File: src/rtl/mul_pkg.sv
// Shared definitions for the iterative multiplier: multiply op codes and the control state encoding.
// Also used by the main FSM and the instruction decoder.
package mul_pkg;

    localparam logic [2:0] MUL_OP   = 3'b101;
    localparam logic [2:0] UMULL_OP = 3'b110;
    localparam logic [2:0] SMULL_OP = 3'b111;

    typedef enum logic [1:0] {
        IDLE = 2'd0,
        RUN  = 2'd1,
        FIX  = 2'd2,
        DONE = 2'd3
    } mul_state_t;

    function automatic logic is_mul_op(input logic [2:0] code);
        return (code == MUL_OP) || (code == UMULL_OP) || (code == SMULL_OP);
    endfunction

endpackage

File: src/rtl/mul_seq_unit_if.sv
// Request/result bundle between the multicycle control path and the multiplier.
// The control side is the master; the multiplier is the slave.
interface mul_seq_unit_if #(
    parameter int WIDTH = 32
);

    logic             start;
    logic [2:0]       ALUControl;
    logic [WIDTH-1:0] SrcA;
    logic [WIDTH-1:0] SrcB;
    logic             busy;
    logic             done;
    logic [WIDTH-1:0] ResultLo;
    logic [WIDTH-1:0] ResultHi;
    logic             long;
    logic [1:0]       MulFlags;

    modport master (
        output start, ALUControl, SrcA, SrcB,
        input  busy, done, ResultLo, ResultHi, long, MulFlags
    );

    modport slave (
        input  start, ALUControl, SrcA, SrcB,
        output busy, done, ResultLo, ResultHi, long, MulFlags
    );

endinterface

File: src/rtl/mul_seq_unit.sv
// Iterative shift-add multiplier for MUL, UMULL and SMULL: one partial product per cycle,
// a sign fix-up cycle for SMULL, then a single-cycle done pulse with registered results.
module mul_seq_unit
    import mul_pkg::*;
#(
    parameter int WIDTH = 32
) (
    input logic           clk,
    input logic           reset,
    mul_seq_unit_if.slave bus
);

    localparam int CW = $clog2(WIDTH) + 1;
    localparam logic [CW-1:0] LAST = CW'(WIDTH - 1);

    mul_state_t state, state_next;

    logic [CW-1:0]      count;
    logic [2:0]         op;
    logic               neg;
    logic [WIDTH-1:0]   mcand;
    logic [WIDTH-1:0]   acc_hi;
    logic [WIDTH-1:0]   acc_lo;
    logic [WIDTH:0]     sum;
    logic [2*WIDTH-1:0] product;
    logic [2*WIDTH-1:0] final_prod;
    logic [WIDTH-1:0]   a_mag;
    logic [WIDTH-1:0]   b_mag;
    logic               smull_req;
    logic               accept;
    logic               n_flag;
    logic               z_flag;

    logic [WIDTH-1:0]   res_lo;
    logic [WIDTH-1:0]   res_hi;
    logic               long_q;
    logic [1:0]         flags_q;

    assign accept    = (state == IDLE) && bus.start && is_mul_op(bus.ALUControl);
    assign smull_req = (bus.ALUControl == SMULL_OP);
    assign a_mag     = (smull_req && bus.SrcA[WIDTH-1]) ? -bus.SrcA : bus.SrcA;
    assign b_mag     = (smull_req && bus.SrcB[WIDTH-1]) ? -bus.SrcB : bus.SrcB;

    // The carry out of the add is shifted into acc_hi, so the sum keeps one extra bit.
    assign sum        = {1'b0, acc_hi} + (acc_lo[0] ? {1'b0, mcand} : '0);
    assign product    = {acc_hi, acc_lo};
    assign final_prod = ((op == SMULL_OP) && neg) ? -product : product;

    always_comb begin
        n_flag = 1'b0;
        z_flag = 1'b0;
        if (op == MUL_OP) begin
            n_flag = final_prod[WIDTH-1];
            z_flag = (final_prod[WIDTH-1:0] == '0);
        end else begin
            n_flag = final_prod[2*WIDTH-1];
            z_flag = (final_prod == '0);
        end
    end

    always_ff @(posedge clk) begin
        if (!reset) state <= IDLE;
        else        state <= state_next;
    end

    always_comb begin
        state_next = state;
        unique case (state)
            IDLE: if (accept) state_next = RUN;
            RUN:  if (count == LAST) state_next = FIX;
            FIX:  state_next = DONE;
            DONE: state_next = IDLE;
            default: state_next = IDLE;
        endcase
    end

    // Results are only written on the FIX edge, so an aborted operation never leaks out.
    always_ff @(posedge clk) begin
        if (!reset) begin
            count   <= '0;
            op      <= '0;
            neg     <= 1'b0;
            mcand   <= '0;
            acc_hi  <= '0;
            acc_lo  <= '0;
            res_lo  <= '0;
            res_hi  <= '0;
            long_q  <= 1'b0;
            flags_q <= 2'b00;
        end else begin
            unique case (state)
                IDLE: begin
                    if (accept) begin
                        op     <= bus.ALUControl;
                        neg    <= smull_req && (bus.SrcA[WIDTH-1] ^ bus.SrcB[WIDTH-1]);
                        mcand  <= a_mag;
                        acc_lo <= b_mag;
                        acc_hi <= '0;
                        count  <= '0;
                    end
                end
                RUN: begin
                    acc_hi <= sum[WIDTH:1];
                    acc_lo <= {sum[0], acc_lo[WIDTH-1:1]};
                    count  <= count + CW'(1);
                end
                FIX: begin
                    res_lo  <= final_prod[WIDTH-1:0];
                    res_hi  <= (op == MUL_OP) ? '0 : final_prod[2*WIDTH-1:WIDTH];
                    long_q  <= (op != MUL_OP);
                    flags_q <= {n_flag, z_flag};
                end
                default: begin
                end
            endcase
        end
    end

    assign bus.busy     = (state != IDLE);
    assign bus.done     = (state == DONE);
    assign bus.ResultLo = res_lo;
    assign bus.ResultHi = res_hi;
    assign bus.long     = long_q;
    assign bus.MulFlags = flags_q;

endmodule

File: src/flat_wrapper.sv
// flat-port wrapper written by rule: the top's interface ports become plain ports
module mul_seq_unit_flat import mul_pkg::*;
#(
    parameter int WIDTH = 32
)
  (clk, reset, bus_start, bus_ALUControl, bus_SrcA, bus_SrcB, bus_busy, bus_done, bus_ResultLo, bus_ResultHi, bus_long, bus_MulFlags);
  mul_seq_unit_if #(.WIDTH(WIDTH)) bus_i ();
  input logic clk;
  input logic reset;
  input wire logic [$bits(bus_i.start)-1:0] bus_start;
  input wire logic [$bits(bus_i.ALUControl)-1:0] bus_ALUControl;
  input wire logic [$bits(bus_i.SrcA)-1:0] bus_SrcA;
  input wire logic [$bits(bus_i.SrcB)-1:0] bus_SrcB;
  output wire logic [$bits(bus_i.busy)-1:0] bus_busy;
  output wire logic [$bits(bus_i.done)-1:0] bus_done;
  output wire logic [$bits(bus_i.ResultLo)-1:0] bus_ResultLo;
  output wire logic [$bits(bus_i.ResultHi)-1:0] bus_ResultHi;
  output wire logic [$bits(bus_i.long)-1:0] bus_long;
  output wire logic [$bits(bus_i.MulFlags)-1:0] bus_MulFlags;
  assign bus_i.start = bus_start;
  assign bus_i.ALUControl = bus_ALUControl;
  assign bus_i.SrcA = bus_SrcA;
  assign bus_i.SrcB = bus_SrcB;
  assign bus_busy = bus_i.busy;
  assign bus_done = bus_i.done;
  assign bus_ResultLo = bus_i.ResultLo;
  assign bus_ResultHi = bus_i.ResultHi;
  assign bus_long = bus_i.long;
  assign bus_MulFlags = bus_i.MulFlags;
  mul_seq_unit #(.WIDTH(WIDTH)) u_core (.clk(clk), .reset(reset), .bus(bus_i));
endmodule
File: config.mk
export PLATFORM = sky130hd
export DESIGN_NAME = mul_seq_unit_flat
export DESIGN_NICKNAME = d
export VERILOG_FILES = /design/src/rtl/mul_pkg.sv /design/src/rtl/mul_seq_unit_if.sv /design/src/rtl/mul_seq_unit.sv /design/src/flat_wrapper.sv
export SDC_FILE = /design/constraint.sdc
export NUM_CORES = 1
export LEC_CHECK = 0
export CAP_MARGIN = 20
export CORE_MARGIN = 5
export CORE_UTILIZATION = 35
export CTS_CLUSTER_DIAMETER = 60
export DETAILED_ROUTE_END_ITERATION = 7
export GPL_TIMING_DRIVEN = 0
export PLACE_DENSITY = 0.54
export SLEW_MARGIN = 10
export SYNTH_ARGS = -nofsm -noshare
export SYNTH_HDL_FRONTEND = slang
export SYNTH_SLANG_ARGS = --single-unit
export TNS_END_PERCENT = 30
File: constraint.sdc
create_clock -name clk -period 4.3 [get_ports clk]
set_clock_uncertainty 0.05 [all_clocks]
set_input_delay 0.645 -clock clk [delete_from_list [all_inputs] [get_ports clk]]
set_output_delay 0.645 -clock clk [all_outputs]
set_load 0.005 [all_outputs]
**Yosys cells after proc, flatten, opt, wreduce, memory -nomap -nowiden**

Cells that the tools add are included.

- Multiplexer cells: 16
- $lt $le $gt $ge: 0
- Bitwise logic cells: 1
- $add $sub $neg: 5
- Reduce and logical (&&, ||, !) cells: 16
- Eq/ne operators: 12
- Div/mod/pow operators: 0
- $mul: 0
- Shift-type cells: 0

Operators by type and width:

| cell | count |
|---|---|
| $mux W32 | 6 |
| $pmux W32 S2 | 2 |
| $logic_not A64 Y1 | 1 |
| $mux W64 | 1 |
| $neg A32 Y32 | 2 |
| $neg A64 Y64 | 1 |
| $add A32 B33 Y33 | 1 |
| $logic_not A32 Y1 | 1 |
| $eq A3 B3 Y1 const B | 5 |
| $pmux W6 S2 | 1 |
| $pmux W2 S4 | 1 |
| $add A6 B1 Y6 const B | 1 |
| $eq A6 B5 Y1 const B | 1 |
| $logic_and A1 B1 Y1 | 6 |
| $mux W6 | 1 |
| $reduce_and A2 Y1 | 3 |
| $eq A2 B2 Y1 const B | 2 |
| $mux W2 | 2 |
| $ne A2 B1 Y1 const B | 2 |
| $reduce_bool A2 Y1 | 2 |
| $ne A3 B3 Y1 const B | 1 |
| $eq A2 B1 Y1 const B | 1 |
| $logic_not A2 Y1 | 1 |
| $logic_or A1 B1 Y1 | 2 |
| 2 further kinds | 3 |

- Bits in writable memories: 0
- Output and inout port bits: 69
- Word-level logic and storage cells: 61
- Latch bits: 0
- Input port bits: 70
- Flip-flop bits (word level): 175
- Memories: 0
- Bits in read-only memories: 0

**Depth between registers and ports, before layout**

Gate-level depths: netlist (run 1).

- Depth after elaboration: 6
- Mapped depth: 15

**Worst setup path before layout (run 1)**

Ideal clock, no wire load.

- Path kind: reg-to-reg
- From: register u_core.acc_lo[0]
- To: register u_core.acc_hi[25]
- Clock period less this slack: 3.829 ns
- Required time: 4.119 ns
- Slack: 0.471 ns
- Arrival time: 3.648 ns
- Buffers on the path: 2
- Cell stages (with the launch flop): 14
- Cell sequence: dfxtp_1 clkbuf_1 clkbuf_1 and2_1 ha_1 a21o_1 a211o_1 a211oi_1 a311oi_1 o31a_1 a2111oi_0 a31oi_1 mux2i_1 o211ai_1

- Word-level cells in the longest chain between the ends: 3

Ends and longest elaborated chain:

| item | line | RTL |
|---|---|---|
| start: declaration | mul_seq_unit.sv:23 | `logic [WIDTH-1:0] acc_lo;` |
| start signal: assignment | mul_seq_unit.sv:97 | `acc_lo <= b_mag;` |
| start signal: assignment | mul_seq_unit.sv:104 | `acc_lo <= {sum[0], acc_lo[WIDTH-1:1]};` |
| $mux W32 | mul_seq_unit.sv:45 | `assign sum = {1'b0, acc_hi} + (acc_lo[0] ? {1'b0, mcand} : '0);` |
| $add A32 B33 Y33 | mul_seq_unit.sv:45 |  |
| $pmux W32 S2 | mul_seq_unit.sv:91 | `unique case (state)` |
| end signal: assignment | mul_seq_unit.sv:103 | `acc_hi <= sum[WIDTH:1];` |
| end: declaration | mul_seq_unit.sv:22 | `logic [WIDTH-1:0] acc_hi;` |

No other way between the ends.
A chain may end at the register's enable or synchronous reset.

**Final worst setup path (run 1)**

- From: register u_core.acc_lo[0]
- To: register u_core.flags_q[0] (netlist: u_core.bus.MulFlags[0])

- Word-level cells in the longest chain between the ends: 4
- Elaborated cells on any way between the ends: 5

Ends and longest elaborated chain:

| item | line | RTL |
|---|---|---|
| $neg A64 Y64 | mul_seq_unit.sv:47 | `assign final_prod = ((op == SMULL_OP) && neg) ? -product : product;` |
| $mux W64 (*) | mul_seq_unit.sv:47 |  |
| $logic_not A64 Y1 / $logic_not A32 Y1 (equally long branches) | mul_seq_unit.sv:57, mul_seq_unit.sv:54 |  |
| $mux W1 (*) | mul_seq_unit.sv:52 | `if (op == MUL_OP) begin` |
| end signal: assignment | mul_seq_unit.sv:111 | `flags_q <= {n_flag, z_flag};` |
| end: declaration | mul_seq_unit.sv:37 | `logic [1:0] flags_q;` |

Every way passes the cells marked *; elsewhere a longest branch is shown, timed or not.

==> impl_metrics.env, run 1 <==
export IMPL_outcome="finished clean"
export IMPL_drive_gt1_frac=0.04203
export IMPL_worst_pin_slew_ns=1.050
export IMPL_synth_area_mm2=0.01168
export IMPL_antenna_found_initial=0
export IMPL_grt_overflow=0
export IMPL_crit_fanout=10
export IMPL_rsz0062_at_grt="true"
export IMPL_utilization=0.4296
export IMPL_path_common_cell="or4_1"
export IMPL_synth_area_leader_cell="dfxtp_1"
export IMPL_ys_top_cells_by_area="dfxtp_1 30%, nor2_1 6.7%, a21oi_1 5.6%"
export IMPL_clk_pin_slew_ns=0.09
export IMPL_final_nets=1812
export IMPL_clock_power_share=0.263
export IMPL_cts_max_path_buffers=2
export IMPL_clockRootBuffer="clkbuf_16"
export IMPL_die_area_mm2=0.03714
export IMPL_met1_usage=0.3273
export IMPL_syn_avg_cell_area_um2=7.578
export IMPL_worstPathArrival_ns=4.52
export IMPL_crit_slowest_cell="or3b_2"
export IMPL_synthCells=1542
export IMPL_synth_net_count=1654
export IMPL_cp_slowest_stage_delay_ns=0.59
export IMPL_seqPwrFrac=0.323
export IMPL_pin_count=139
export IMPL_synth_seq_cells=175
export IMPL_via_per_inst=5.521
export IMPL_grt_pass1_wl_um=65160
export IMPL_met2_usage=0.3461
export IMPL_p_int_mw=3.482
export IMPL_timing_fmax_mhz=238.8
export IMPL_synth_edf_count=0
export IMPL_postCtsSetupBuffers=0
export IMPL_yosysTopAreaCellShare=0.2998
export IMPL_peakVddDrop_mv=0.3008
export IMPL_place_hpwl_um=33620
export IMPL_cp_end_kind="flop"
export IMPL_synth_cell_types=70
export IMPL_power_density_mw_per_mm2=423.4
export IMPL_maxSlewViolCount=0
export IMPL_cp_cell_sequence="clkbuf_2 -> inv_1 -> ha_1 -> or3b_2 -> nor4_4 -> a21oi_1 -> xor2_1 -> or4_1 -> or4_1 -> nor4_2 -> a31oi_1 -> a211oi_2"
export IMPL_core_area_mm2=0.03328
export IMPL_drt_iter0_markers=918
export IMPL_clock_sinks=175
export IMPL_cts_buffers_inserted=17
export IMPL_h_tree_depth=4
export IMPL_timing_final_crit_share=0.9739
export IMPL_cap_violations=0
export IMPL_setup_viol=0
export IMPL_cts_tree="done"
export IMPL_drtAntennaViolNets=0
export IMPL_route_detailed_drc=0
export IMPL_synth_async_reset_ratio=0
export IMPL_slew_headroom=0.2934
export IMPL_mostFrequentLayoutCell="nor2_1"
export IMPL_crit_required_ns=4.63
export IMPL_wl_per_cell_um=19.39
export IMPL_insertion_delay_ns=0.46
export IMPL_hold_viol=0
export IMPL_finalWeightedCongestion=0.9282
export IMPL_io_buffers=138
export IMPL_area_growth_pct=22.37
export IMPL_combPwrFrac=0.414
export IMPL_total_power_mw=6.053
export IMPL_holdCritPathClass="reg -> reg"
export IMPL_setup_slack_ns=0.1124
export IMPL_yosysWarnings=0
export IMPL_rows=67
export IMPL_fin_crit_ns=4.188
export IMPL_layout_common_cells="209 x nor2_1, 175 x dfxtp_1, 138 x clkdlybuf4s50_1"
export IMPL_track_usage=0.2237
export IMPL_ys_seq_area_frac=0.2998
export IMPL_fill_cells=3491
export IMPL_die_y_um=192.7
export IMPL_tns_ns=0
export IMPL_swShare=0.4249
export IMPL_antennaDiodeCount=0
export IMPL_switchingPower_mw=2.572
export IMPL_grt_pass1_vias=11300
export IMPL_busiest_layer="met2"
export IMPL_critPathLaunchType="flop"
export IMPL_crit_type="reg -> reg"
export IMPL_grt_max_degree=20
export IMPL_leakagePower_nw=5.137
export IMPL_dr_pass1_iters=5
export IMPL_via_count=11930
export IMPL_start_util=0.3511
export IMPL_grtUsageMet3=0.03889
export IMPL_wl_um=41900
export IMPL_place_ws_ns=-0.3751
export IMPL_die_w_um=192.7
export IMPL_ys_flop_type="dfxtp_1"
-- per-layer routing --
metal,share of wire,up-vias
li1,-,5950
met1,0.48,5545
met4,0.013,0
met2,0.43,399
met5,0,-
met3,0.072,37
-- critical path, delay by kind of cell, from the launching register on --
kind,cells,cell delay [ns]
fa+ha+maj,1,0.29
simple gates,5,2.36
buf+inv,2,0.42
xor+xnor,1,0.22
compound gates,3,0.47
flops,1,0.31
-- state kept, by name (all words and copies together), names as in the netlist --
signal / count
u_core.bus.long: 1
u_core.count: 6
u_core.bus.ResultHi: 32
u_core.neg: 1
u_core.bus.ResultLo: 32
u_core.state: 2
u_core.acc_hi: 32
u_core.op: 3
u_core.bus.MulFlags: 2
u_core.mcand: 32
u_core.acc_lo: 32
-- Yosys cell counts, types with 5 or more instances --
cell	n
nor2_1	210
dfxtp_1	175
a21oi_1	130
nand2_1	129
clkbuf_1	98
xor2_1	69
o21ai_0	67
xnor2_1	65
a211oi_1	49
nor3_1	48
ha_1	41
and2_1	37
nor4_1	35
inv_1	30
or3_1	27
nand4_1	26
a31oi_1	21
nand3_1	21
or4_1	21
o31ai_1	19
o211ai_1	15
a22oi_1	13
o41ai_1	12
mux2i_1	11
nand2b_1	11
a21o_1	10
a222oi_1	10
a311oi_1	10
and3_1	10
nor2b_1	9
buf_2	8
a41oi_1	6
nor3b_1	6
o221ai_1	6
a21boi_0	5
and4_1	5
buf_1	5
o21a_1	5
-- stage by stage --
| stage | instance area, µm² | hold slack, ns | std cells |
|---|---|---|---|
| detailed placement | 13630 | 0.3998 | 2129 |
| floorplan | 11690 | 0.3773 | 1542 |
| CTS | 14240 | 0.4116 | 2161 |
| global placement | 13630 | 0.3893 | 2128 |
| global route | 14300 | 0.4365 | 2161 |
| finish | 14300 | 0.4140 | 2161 |
-- power groups by stage --
stage               Clock [mW]  Combinational [mW]  Sequential (mW)
finish                    1.59                2.51             1.96
global route              1.68                2.74             1.98
CTS                       1.62                2.47             1.95
detailed placement           0                2.45             1.99
global placement             0                2.43             1.99
floorplan                    0                1.56             1.95
-- final cells by class --
class / instances / area (µm²) / area share
timing repair buffer: 139 / 1386 / 0.09695
multi-input combinational: 1222 / 7676 / 0.5368
clock inverter: 15 / 166.4 / 0.01164
tap: 448 / 560.5 / 0.03920
clock buffer: 17 / 425.4 / 0.02975
inverter: 30 / 112.6 / 0.007875
buffer: 115 / 467.9 / 0.03273
sequential: 175 / 3503 / 0.2450
-- cells by family (layout without fill, tap and decap cells) --
logic type	after synthesis	count (layout)	share of synthesized area
and+or+nand+nor	618	618	0.2615
AOI/OAI and AO/OA	416	416	0.2329
DFF	175	175	0.2998
buffers and inverters	145	316	0.04936
xor gates and xnor gates	134	134	0.1004
adders and majority gates	42	42	0.04562
muxes	12	12	0.01039
-- worst paths after layout --
| check | startpoint | endpoint | slack, ns | cells past startpoint |
|---|---|---|---|---|
| max | u_core.acc_lo[0] | u_core.bus.MulFlags[0] | 0.11 | 12 |
| min | u_core.mcand[0] | u_core.mcand[0] | 0.41 | 2 |
| max reg2reg | u_core.acc_lo[0] | u_core.bus.MulFlags[0] | 0.11 | 12 |
| min reg2reg | u_core.mcand[0] | u_core.mcand[0] | 0.41 | 2 |
-- repair_timing --
| action | 4_1_cts | 5_1_grt |
|---|---|---|
| gates resized for setup | 3 | 13 |
| pin swaps | 0 | 1 |
| hold buffers | 0 | 0 |
| setup endpoints to repair | 6 | 7 |
Note: power is estimated with default switching activity, not from simulation.
==> run 2, diff against run 1 <==
Settings changed: PLACE_DENSITY 0.54 to default.
==> run 2 against run 1 <==
  * Sequential power about the same
  * Setup slack improved by 0.049 ns
  * Cell area decreased by 0.19%
  * Sequential share of layout area increased by 0.056 points
  * Total power up 0.91%
  * Register-to-register slack better by 0.05 ns
  * First-iteration DRC count decreased by 3.7%
  * Critical endpoint is now u_core.acc_hi[29]
  * Largest power group unchanged
==> impl_metrics.env, run 2 (synthesized netlist as in run 1, its figures left out) <==
export IMPL_grt_overflow=0
export IMPL_setup_viol=0
export IMPL_crit_slowest_cell="dfxtp_2"
export IMPL_die_y_um=192.7
export IMPL_crit_required_ns=4.57
export IMPL_crit_fanout=11
export IMPL_grt_pass1_wl_um=64520
export IMPL_slew_headroom=0.3048
export IMPL_utilization=0.4288
export IMPL_route_detailed_drc=0
export IMPL_worst_pin_slew_ns=1.033
export IMPL_cp_slowest_stage_delay_ns=0.55
export IMPL_rows=67
export IMPL_drive_gt1_frac=0.03736
export IMPL_via_count=12030
export IMPL_drtAntennaViolNets=0
export IMPL_die_area_mm2=0.03714
export IMPL_io_buffers=138
export IMPL_cts_buffers_inserted=17
export IMPL_area_growth_pct=22.13
export IMPL_insertion_delay_ns=0.46
export IMPL_holdWs_ns=0.4107
export IMPL_hold_viol=0
export IMPL_start_util=0.3511
export IMPL_rsz0062_at_grt="true"
export IMPL_timing_final_crit_share=0.9624
export IMPL_maxSlewViolCount=0
export IMPL_cp_end_kind="flop"
export IMPL_dr_pass1_iters=5
export IMPL_final_nets=1812
export IMPL_postCtsSetupBuffers=0
export IMPL_drt_iter0_markers=884
export IMPL_power_density_mw_per_mm2=428.0
export IMPL_cts_hold_buf=0
export IMPL_peakVddDrop_mv=0.3006
export IMPL_place_hpwl_um=33220
export IMPL_cts_max_path_buffers=2
export IMPL_holdCritPathClass="reg -> reg"
export IMPL_fill_cells=3464
export IMPL_cts_tree="done"
export IMPL_clockRootBuffer="clkbuf_16"
export IMPL_crit_type="reg -> reg"
export IMPL_leakagePower_nw=5.131
export IMPL_worstPathArrival_ns=4.41
export IMPL_die_w_um=192.7
export IMPL_core_area_mm2=0.03328
export IMPL_cp_cell_sequence="clkbuf_1 -> and2_1 -> ha_1 -> inv_1 -> fa_1 -> nand2b_1 -> a21oi_1 -> o211ai_1 -> a311oi_1 -> o31a_1 -> a2111oi_1 -> clkdlybuf4s15_2 -> o41ai_2 -> xnor2_1 -> o21ai_0"
export IMPL_outcome="finished clean"
export IMPL_layout_common_cells="210 x nor2_1, 174 x dfxtp_1, 138 x clkdlybuf4s50_1"
export IMPL_finalWeightedCongestion=0.9501
export IMPL_antenna_found_initial=0
export IMPL_antennaDiodeCount=0
export IMPL_timing_fmax_mhz=241.6
export IMPL_grt_max_degree=17
export IMPL_clk_pin_slew_ns=0.07
export IMPL_pin_count=139
export IMPL_critPathLaunchType="flop"
export IMPL_wl_per_cell_um=19.21
export IMPL_wl_um=41510
export IMPL_track_usage=0.2203
export IMPL_h_tree_depth=4
export IMPL_clock_sinks=175
export IMPL_cap_violations=0
export IMPL_grt_pass1_vias=11270
export IMPL_fin_crit_ns=4.138
export IMPL_mostFrequentLayoutCell="nor2_1"
export IMPL_via_per_inst=5.568
==> run 2: changes by cell type in the layout (fill, tap and decap cells not counted), moves of 2 or more <==
cell and delta:
clkinv_8 -3, clkbuf_2 -2, inv_8 -5, clkbuf_8 +3, bufinv_16 +2, inv_6 +2
clkbuf_1 +2
==> run 2: repair_timing <==
item	CTS	global route
hold endpoints to repair	0	0
endpoints found under the setup margin	6	5
resized for setup	1	2
==> run 2: area by class of cell <==
| type | count | area, µm² | share of cell area |
|---|---|---|---|
| clock buffers | 20 | 466.7 | 0.03270 |
| plain buffers | 114 | 460.4 | 0.03226 |
| multi-input cells | 1222 | 7622 | 0.5341 |
| well taps | 448 | 560.5 | 0.03928 |
| repair buffers | 140 | 1398 | 0.09793 |
| flip-flops and latches | 175 | 3505 | 0.2456 |
| inverters | 30 | 112.6 | 0.007891 |
| clock inverters | 12 | 146.4 | 0.01026 |
==> run 2: worst paths after layout <==
path | startpoint | endpoint | slack [ns] | depth (start not counted)
setup / recovery | u_core.acc_lo[0] | u_core.acc_hi[29] | 0.16 | 15
hold / removal | u_core.mcand[30] | u_core.mcand[30] | 0.41 | 2
setup reg to reg | u_core.acc_lo[0] | u_core.acc_hi[29] | 0.16 | 15
hold reg to reg | u_core.mcand[30] | u_core.mcand[30] | 0.41 | 2
==> run 2: per-stage QoR <==
step | cell area [µm²] | total power [mW] | setup WS [ns] | instances | setup TNS (ns)
2_1_floorplan | 11690 | 3.516 | 0.4711 | 1542 | 0
3_3_place_gp | 13630 | 4.420 | -0.8532 | 2128 | -4.859
3_5_place_dp | 13640 | 4.434 | -0.3697 | 2129 | -1.405
4_1_cts | 14250 | 6.068 | 0.01177 | 2160 | 0
5_1_grt | 14270 | 6.434 | -0.1342 | 2161 | -0.3377
6_report | 14270 | 6.109 | 0.1617 | 2161 | 0
==> run 2: critical path: cells and delay by family (launching register included) <==
family | cells | cell delay, ns
buffers and inverters | 3 | 0.68
XOR/XNOR | 1 | 0.16
AND/OR/NAND/NOR | 2 | 0.40
adder cells (fa/ha/maj) | 2 | 0.56
AO/OA/AOI/OAI | 7 | 1.62
flip-flops | 1 | 0.55
==> run 2: power by group <==
part           leakage [nW]  internal, mW  total, mW  switching, mW
clock network         0.299         0.918       1.65          0.731
registers              1.42          1.82       1.97          0.154
logic                  3.41         0.869       2.49           1.62
==> run 2: metal layers <==
layer / vias up / track usage / wire [µm]
met2: 430 / 0.3425 / 18030
met1: 5627 / 0.3219 / 19860
met5: - / 0 / 0
met4: 0 / 0.05513 / 779
met3: 44 / 0.02840 / 2842
li1: 5932 / - / -
==> run 3, diff against run 2 <==
Settings changed: ABC_AREA from default to 1, TNS_END_PERCENT 30 to 5.
==> run 3 against run 2 <==
  * Area after synthesis increased by 7.2%
  * Cell area grew 5.3%
  * Total power down 6.5%
  * Critical path type unchanged
  * Via count grew 11%
  * Clock power shrank 9%
==> impl_metrics.env, run 3 <==
export IMPL_cts_max_path_buffers=2
export IMPL_wl_per_cell_um=16.47
export IMPL_ys_top_cells_by_area="dfxtp_1 28%, nand2_1 17%, nor2_1 9.1%"
export IMPL_drtAntennaViolNets=0
export IMPL_peakVddDrop_mv=0.2894
export IMPL_rows=69
export IMPL_drive_gt1_frac=0.04208
export IMPL_yosysTopAreaCellShare=0.2798
export IMPL_insertion_delay_ns=0.45
export IMPL_synth_cell_types=54
export IMPL_via_per_inst=4.951
export IMPL_start_util=0.3529
export IMPL_holdCritPathClass="reg -> reg"
export IMPL_antenna_found_initial=0
export IMPL_synth_net_count=2179
export IMPL_cts_repair_resize_count=0
export IMPL_cts_buffers_inserted=17
export IMPL_antennaDiodeCount=0
export IMPL_min_from="u_core.bus.ResultHi[27]"
export IMPL_synth_area_leader_cell="dfxtp_1"
export IMPL_critPathLaunchType="flop"
export IMPL_pin_count=139
export IMPL_crit_end="u_core.acc_hi[19]"
export IMPL_yosysWarnings=0
export IMPL_outcome="finished clean"
export IMPL_synth_common_cells="563 x nand2_1, 302 x nor2_1, 249 x inv_1, 175 x dfxtp_1, 164 x a21oi_1"
export IMPL_yosysMostFrequentCell="nand2_1"
export IMPL_drt_iter0_markers=941
export IMPL_regArea_mm2=0.003503
export IMPL_reg2reg_depth=16
export IMPL_crit_type="reg -> reg"
export IMPL_cp_cell_sequence="buf_6 -> clkbuf_1 -> nand2_1 -> inv_1 -> ha_1 -> inv_1 -> fa_1 -> o21ai_1 -> a21oi_1 -> o21ai_1 -> nand2_1 -> nand2_1 -> a21oi_1 -> or2_0 -> nand3_1 -> a21oi_1"
export IMPL_timing_fmax_mhz=296.3
export IMPL_area_growth_pct=20.01
export IMPL_place_ws_ns=0.9049
export IMPL_grt_overflow=0
export IMPL_ys_flop_type="dfxtp_1"
export IMPL_rsz0062_at_grt="false"
export IMPL_grt_pass1_wl_um=69700
export IMPL_synth_async_reset_ratio=0
export IMPL_worst_path_buf_inv=4
export IMPL_fin_crit_ns=3.375
export IMPL_crit_required_ns=4.56
export IMPL_power_density_mw_per_mm2=380.2
export IMPL_syn_avg_cell_area_um2=6.057
export IMPL_maxSlewViolCount=0
export IMPL_setup_viol=0
export IMPL_ys_seq_area_frac=0.2798
export IMPL_grt_max_degree=17
export IMPL_dr_pass1_iters=5
export IMPL_core_area_mm2=0.03548
export IMPL_cts_hold_buf=0
export IMPL_cts_tree="done"
export IMPL_cp_slowest_stage_delay_ns=0.40
export IMPL_synth_seq_cells=175
export IMPL_worst_pin_slew_ns=0.9541
export IMPL_leakagePower_nw=7.298
export IMPL_die_area_mm2=0.03966
export IMPL_slew_headroom=0.3640
export IMPL_clock_sinks=175
export IMPL_h_tree_depth=4
export IMPL_place_hpwl_um=37210
export IMPL_final_nets=2335
export IMPL_via_count=13340
export IMPL_startpoint="u_core.acc_lo[0]"
export IMPL_worstPathArrival_ns=3.64
export IMPL_postCtsSetupBuffers=0
export IMPL_reg2reg_slack_ns=0.92
export IMPL_r2r_start="u_core.acc_lo[0]"
export IMPL_path_depth=16
export IMPL_io_buffers=137
export IMPL_finalWeightedCongestion=0.9052
export IMPL_cp_end_kind="flop"
export IMPL_timing_final_crit_share=0.7849
export IMPL_tns_ns=0
export IMPL_reg2reg_to="u_core.acc_hi[19]"
export IMPL_route_detailed_drc=0
export IMPL_synth_area_mm2=0.01252
export IMPL_track_usage=0.2236
export IMPL_synthCells=2067
export IMPL_setup_slack_ns=0.9250
export IMPL_crit_fanout=10
export IMPL_fill_cells=3862
export IMPL_cap_violations=0
export IMPL_die_y_um=199.1
export IMPL_synth_edf_count=0
export IMPL_layout_common_cells="563 x nand2_1, 302 x nor2_1, 249 x inv_1"
export IMPL_clockRootBuffer="clkbuf_16"
export IMPL_die_w_um=199.1
export IMPL_clk_pin_slew_ns=0.07
export IMPL_wl_um=44390
export IMPL_grt_pass1_vias=12580
export IMPL_multiInputGateArea_mm2=0.007741
export IMPL_hold_viol=0
export IMPL_mostFrequentLayoutCell="nand2_1"
export IMPL_crit_family="compound AO/OA/AOI/OAI gates"
export IMPL_crit_slowest_cell="fa_1"
run 3: cell count changes in the layout (fill, tap and decap cells not counted), sizes merged, moves of 32 or more:
cell    previous run  this run
nor2             210       316
nand3             21       106
xnor2             65        14
clkbuf           118        70
a211oi            50         3
a21oi            130       166
o21ai             68       141
nor4              38         4
and2              37         0
nand2            129       574
nor3              49        17
inv               36       256
run 3: stage by stage:
step                power [mW]  hold slack [ns]  instance area, µm²    util  instances
CTS                      5.747           0.4172               15030  0.4235       2695
finish                   5.713           0.4140               15030  0.4235       2695
global route             6.100           0.4392               15030  0.4235       2695
global placement         4.218           0.4033               14470  0.4078       2665
detailed placement       4.243           0.4074               14470  0.4078       2665
floorplan                3.376           0.3954               12520       -       2067
run 3: area by class of cell:
class / instances / share of cell area
inverter: 255 / 0.06370
sequential: 175 / 0.2332
clock inverter: 9 / 0.005746
multi-input combinational: 1564 / 0.5152
timing repair buffer: 137 / 0.09126
clock buffer: 21 / 0.03131
buffer: 73 / 0.02123
tap: 461 / 0.03839
run 3: power by group:
part | total, mW | internal, mW | switching, mW
clock | 1.50 | 0.837 | 0.660
sequential | 2.03 | 1.84 | 0.188
combinational | 2.19 | 0.793 | 1.39
total | 5.71 | 3.47 | 2.24
run 3: tightest hold or removal path: cells and delay by family, from the launching register on:
| kind | cells | cell delay (ns) |
|---|---|---|
| flip-flops | 1 | 0.31 |
| AND/OR/NAND/NOR | 1 | 0.06 |
| AO/OA/AOI/OAI | 1 | 0.05 |
run 3: worst min-delay path by stage:
stage | to | slack (ns) | cells after the start
final | u_core.bus.ResultHi[27] | 0.41 | 2
after floorplan | u_core.mcand[31] | 0.40 | 2
after CTS | u_core.bus.ResultHi[27] | 0.42 | 2
after global placement | u_core.bus.ResultHi[25] | 0.40 | 2
after detailed placement | u_core.bus.ResultHi[27] | 0.41 | 2
after global routing | u_core.bus.ResultHi[15] | 0.44 | 2
run 3: logic make-up (layout without fill, tap and decap cells):
kind of cell,Yosys count,after routing,share of synthesized area
compound gates,389,389,0.1743
xor+xnor,64,64,0.04477
fa+ha+maj,42,42,0.04257
buf+inv,328,495,0.1019
flops,175,175,0.2798
simple gates,1069,1069,0.3567
run 3: per-layer routing:
metal  GRT usage  vias up  wire length [µm]  part of all wire
met5           0        -                 0                 0
met3     0.02664       44              2655             0.060
met1      0.3233     5912             21820              0.49
li1            -     6976                 -                 -
met4     0.06003        0               790             0.018
met2      0.3529      411             19130              0.43
